$ cat src/rtl/sigma_delta_adc_pkg.sv
// Shared audio constants for the sigma-delta DAC/ADC pair: sample format and
// default EAR hysteresis thresholds.
package sigma_delta_adc_pkg;
  localparam int SAMPLE_W = 8;
  localparam logic [SAMPLE_W-1:0] SAMPLE_MID = 8'd128;
  localparam logic [SAMPLE_W-1:0] EAR_HI_THR_DEFAULT = 8'd140;
  localparam logic [SAMPLE_W-1:0] EAR_LO_THR_DEFAULT = 8'd116;
endpackage

$ cat src/rtl/sync_2ff.sv
// One-bit two-flop synchroniser with synchronous reset to 0, for comparator,
// mic and joystick inputs arriving asynchronously to Clk.
module sync_2ff (
  input  logic Clk,
  input  logic Reset,
  input  logic d,
  output logic q
);
  logic s1_q, s1_d;
  logic s2_q, s2_d;

  always_comb begin
    s1_d = d;
    s2_d = s1_q;
  end

  always_ff @(posedge Clk) begin
    if (Reset) begin
      s1_q <= 1'b0;
      s2_q <= 1'b0;
    end else begin
      s1_q <= s1_d;
      s2_q <= s2_d;
    end
  end

  assign q = s2_q;
endmodule

$ cat src/rtl/sigma_delta_adc.sv
// First-order sigma-delta ADC front end: closes the comparator loop, decimates
// the bitstream with a boxcar ones-count and derives a hysteresis EAR bit.
module sigma_delta_adc
  import sigma_delta_adc_pkg::*;
#(
  parameter int                  DECIM_LOG2 = 8,
  parameter logic [SAMPLE_W-1:0] EAR_HI_THR = EAR_HI_THR_DEFAULT,
  parameter logic [SAMPLE_W-1:0] EAR_LO_THR = EAR_LO_THR_DEFAULT
) (
  input  logic                Clk,
  input  logic                Reset,
  input  logic                ADCin,
  output logic                ADCfb,
  output logic [SAMPLE_W-1:0] Sample,
  output logic                SampleValid,
  output logic                Ear
);
  localparam int ACC_W = DECIM_LOG2 + 1;

  // A full window of ones overflows the 8-bit field; clamp it to full scale.
  function automatic logic [SAMPLE_W-1:0] sat_sample(input logic [ACC_W-1:0] total);
    if (total[DECIM_LOG2]) return {SAMPLE_W{1'b1}};
    return total[DECIM_LOG2-1 -: SAMPLE_W];
  endfunction

  logic                  s2;
  logic [DECIM_LOG2-1:0] wc_q, wc_d;
  logic [ACC_W-1:0]      acc_q, acc_d;
  logic [ACC_W-1:0]      total;
  logic [SAMPLE_W-1:0]   sample_q, sample_d;
  logic                  valid_q, valid_d;
  logic                  ear_q, ear_d;

  sync_2ff u_sync (
    .Clk   (Clk),
    .Reset (Reset),
    .d     (ADCin),
    .q     (s2)
  );

  // The bit seen on the last window cycle is folded into that window's total.
  always_comb begin
    wc_d     = wc_q + DECIM_LOG2'(1);
    total    = acc_q + ACC_W'(s2);
    acc_d    = total;
    sample_d = sample_q;
    valid_d  = 1'b0;
    ear_d    = ear_q;
    if (wc_q == '1) begin
      acc_d    = '0;
      sample_d = sat_sample(total);
      valid_d  = 1'b1;
      if (sample_d >= EAR_HI_THR)      ear_d = 1'b1;
      else if (sample_d <= EAR_LO_THR) ear_d = 1'b0;
    end
  end

  always_ff @(posedge Clk) begin
    if (Reset) begin
      wc_q     <= '0;
      acc_q    <= '0;
      sample_q <= SAMPLE_MID;
      valid_q  <= 1'b0;
      ear_q    <= 1'b0;
    end else begin
      wc_q     <= wc_d;
      acc_q    <= acc_d;
      sample_q <= sample_d;
      valid_q  <= valid_d;
      ear_q    <= ear_d;
    end
  end

  assign ADCfb       = s2;
  assign Sample      = sample_q;
  assign SampleValid = valid_q;
  assign Ear         = ear_q;
endmodule

$ cat config.mk
export PLATFORM = sky130hd
export DESIGN_NAME = sigma_delta_adc
export DESIGN_NICKNAME = d
export VERILOG_FILES = /design/src/rtl/sigma_delta_adc_pkg.sv /design/src/rtl/sync_2ff.sv /design/src/rtl/sigma_delta_adc.sv
export SDC_FILE = /design/constraint.sdc
export NUM_CORES = 1
export LEC_CHECK = 0
export BUFFER_PORTS_ARGS = -buffer_cell sky130_fd_sc_hd__buf_2
export CELL_PAD_IN_SITES_DETAIL_PLACEMENT = 1
export CELL_PAD_IN_SITES_GLOBAL_PLACEMENT = 1
export CORE_MARGIN = 4
export CORE_UTILIZATION = 43
export DETAILED_ROUTE_END_ITERATION = 6
export HOLD_SLACK_MARGIN = 0.03
export PLACE_DENSITY_LB_ADDON = 0.15
export SLEW_MARGIN = 20
export SYNTH_ARGS = -nofsm -noshare
export SYNTH_HDL_FRONTEND = slang
export SYNTH_SLANG_ARGS = --single-unit
$ cat constraint.sdc
create_clock -name Clk -period 2.49 [get_ports Clk]
set_clock_uncertainty 0.1 [all_clocks]
set_input_delay 0.249 -clock Clk [delete_from_list [all_inputs] [get_ports Clk]]
set_output_delay 0.249 -clock Clk [all_outputs]
set_load 0.01 [all_outputs]
==> summary.txt <==
Worst setup margin - 0.315 ns
Fin area - 1480 sq um
Post-route DRC - 0
Hold Vio Cnt, Final - 0
Clock share of power - 49.0%
Hold_sp - Reset
Synth cell types - 35
Reg power frac - 48.5%
Core area - 2830 sq um
Die height - 62.9 um
Most frequent cells after synthesis - 29 x dfxtp_1, 28 x nor2_1, 9 x nand3_1, 9 x xnor2_1, 7 x a211oi_1
H-tree Lvls - 2
Setup_tns - 0 ns
Die area - 3960 sq um
Crit end category - flop
RR Endpoint - Sample[0]$_SDFFE_PP0P_
Placer Congestion - 0.785
Ports - 14
Final period util - 87.4%
Via/cell ratio - 5.45
Seq cells post-synth - 29
Pins over their slew limit - 0
Hold Path Depth - 2
Clock Sinks - 29
Int Pwr - 791 uW
Final setup fails - 0
IO Port Bufs - 13
Power Dens Cells - 661 nW/um^2
NetSw - 188 uW
Die width - 62.9 um
Post-layout util - 52.4%
Initial Util - 45.9%
Post-Syn Instances - 146
Seq/Total Area, Yosys - 44.7%
Dpl ws - 0.318 ns
Total global-route track usage - 15.4%
Post-layout min period - 2.18 ns
Share of layout cells above drive strength 1 - 16.3%
Count leader, synth - dfxtp_1
Peak supply drop - 0.308 mV
Total grt overflow - 0
Final hold slack - 0.206 ns
Row count - 19
Post-synth top area cell - dfxtp_1
Req. time, crit path - 2.64 ns
Clk slew on worst S/H paths - 0.10 ns
First-pass GRT wire length - 4.82 mm
Cell Count, Final, Fillers Out - 191
Placed Cells - 182
CP max FO - 11
Arrival time at the worst endpoint - 2.33 ns
Total CTS buffers - 5
Setup bufs post-CTS - 0
Relative slew slack - 73.7%
RSZ-0062 raised after global routing - false
Post-CTS sizing - 0
Comb pwr share - 2.5%
Syn nets - 152
Synth area leaders - dfxtp_1 45%, nor2_1 8.1%, xnor2_1 6.1%
FF-to-FF Start - u_sync.q$_SDFF_PP0_
Placement Cell Area - 1370 sq um
Hold buffers post-CTS - 1
CTS Buffer Depth - 2
Layout area overhead - 14.2%
R2R Setup Slk - 0.31 ns
Power, Total - 979 uW
Crit path launch type - flop
Min-delay worst type - in2reg
Yosys warnings - 0
Largest net degree at the start of global routing - 22
Post-DRT Antenna Nets - 0
Via count of the first global-routing pass - 1065
Maximum clock rate - 0.460 GHz
Ant. Diodes - 0
Worst Tran Pin Value - 0.392 ns
Pleak - 0.576 nW
WL final - 2.75 mm
Clk Latency, worst-skew pair - 0.33 ns
EDFF count, synth - 0
Max cap viols - 0
Hold worst-path end - wc_q[0]$_SDFF_PP0_
Routed length per placed instance - 14.4 um
Clock Tree Root - clkbuf_4
Initial antenna violation count - 0
Final #Nets - 165
Synth async-reset ratio - 0%
Most used flip-flop cell after synthesis - dfxtp_1
TritonCTS clock tree - yes
DRT Pass-1 Iters - 4
Starting DRT DRC Count - 53
Routed via count - 1041
Reg2Reg Depth - 7
Synth top area share - 44.7%
Post-DP HPWL - 2.02 mm
Sw frac - 19.2%
Post-synthesis average cell area - 8.89 sq um
Critical path type - reg2reg
Status - finished clean
Synthesized cell area - 1300 sq um
# fillers - 338
## worst max path at each step
stage / from / to / slack, ns / cells after the start
after detailed placement: u_sync.q$_SDFF_PP0_ / Sample[5]$_SDFFE_PP0P_ / 0.32 / 7
final: u_sync.q$_SDFF_PP0_ / Sample[0]$_SDFFE_PP0P_ / 0.31 / 7
after global placement: u_sync.q$_SDFF_PP0_ / Sample[4]$_SDFFE_PP0P_ / 0.41 / 7
after CTS: u_sync.q$_SDFF_PP0_ / Sample[5]$_SDFFE_PP0P_ / 0.31 / 7
after floorplan: u_sync.q$_SDFF_PP0_ / Sample[7]$_SDFFE_PP1P_ / 0.43 / 7
after global routing: u_sync.q$_SDFF_PP0_ / Sample[3]$_SDFFE_PP0P_ / 0.13 / 7
## critical path: stages, from the launching register on
cell and delay (ns):
dfxtp_1 0.34, ha_1 0.26, ha_1 0.42, and3_1 0.30, and4_1 0.26, nor3_2 0.06
buf_4 0.17, a211oi_1 0.22
## flip-flops by register name (all words and copies together), names as in the netlist
name and cells:
u_sync.q 1, Sample 8, Ear 1, acc_q 9
wc_q 8, u_sync.s1_q 1, SampleValid 1
## cell families (layout without fill, tap and decap cells)
group / count (synthesis) / after routing / share of synthesized area, %
and+or+nand+nor: 66 / 66 / 26.6
DFF: 29 / 29 / 44.7
AOI/OAI and AO/OA: 22 / 22 / 13.1
buffers and inverters: 14 / 28 / 4.53
xor gates and xnor gates: 12 / 12 / 8.10
adders and majority gates: 3 / 3 / 2.89
## cell usage in the layout (no fill, tap or decap), types with 2 or more instances in the layout
cell	count
dfxtp_1	29
nor2_1	28
buf_2	13
nand3_1	9
xnor2_1	9
a211oi_1	7
and3_1	6
inv_1	5
clkbuf_4	5
nand2_1	4
nor2b_1	4
and2_1	3
nand2b_1	3
xor2_1	3
ha_1	3
a211o_1	2
a31oi_1	2
o21a_1	2
o31ai_1	2
bufinv_16	2
## routing by layer
metal / vias to the layer above / GRT usage [%] / share of wire (%)
li1: 528 / - / -
met1: 491 / 18.4 / 47
met2: 18 / 25.7 / 48
met3: 4 / 4.32 / 3.7
met4: 0 / 6.61 / 1.5
met5: - / 0 / 0
## final cells by class
type	count	area, sq um	share of cell area [%]
Inverter	5	18.8	1.27
Tap cell	31	38.8	2.62
Clock buffer	5	37.5	2.53
Sequential cell	29	581	39.2
Timing Repair Buffer	15	82.6	5.57
Multi-Input combinational cell	103	658	44.4
Clock inverter	3	65.1	4.39
## power by group through the flow
stage | logic [mW] | registers, mW | clock network (mW)
4_1_cts | 0.0253 | 0.475 | 0.488
3_5_place_dp | 0.0241 | 0.486 | 0
3_3_place_gp | 0.0228 | 0.486 | 0
2_1_floorplan | 0.0170 | 0.485 | 0
6_report | 0.0248 | 0.475 | 0.479
5_1_grt | 0.0288 | 0.477 | 0.517
Power figures use the tool's default switching activity.
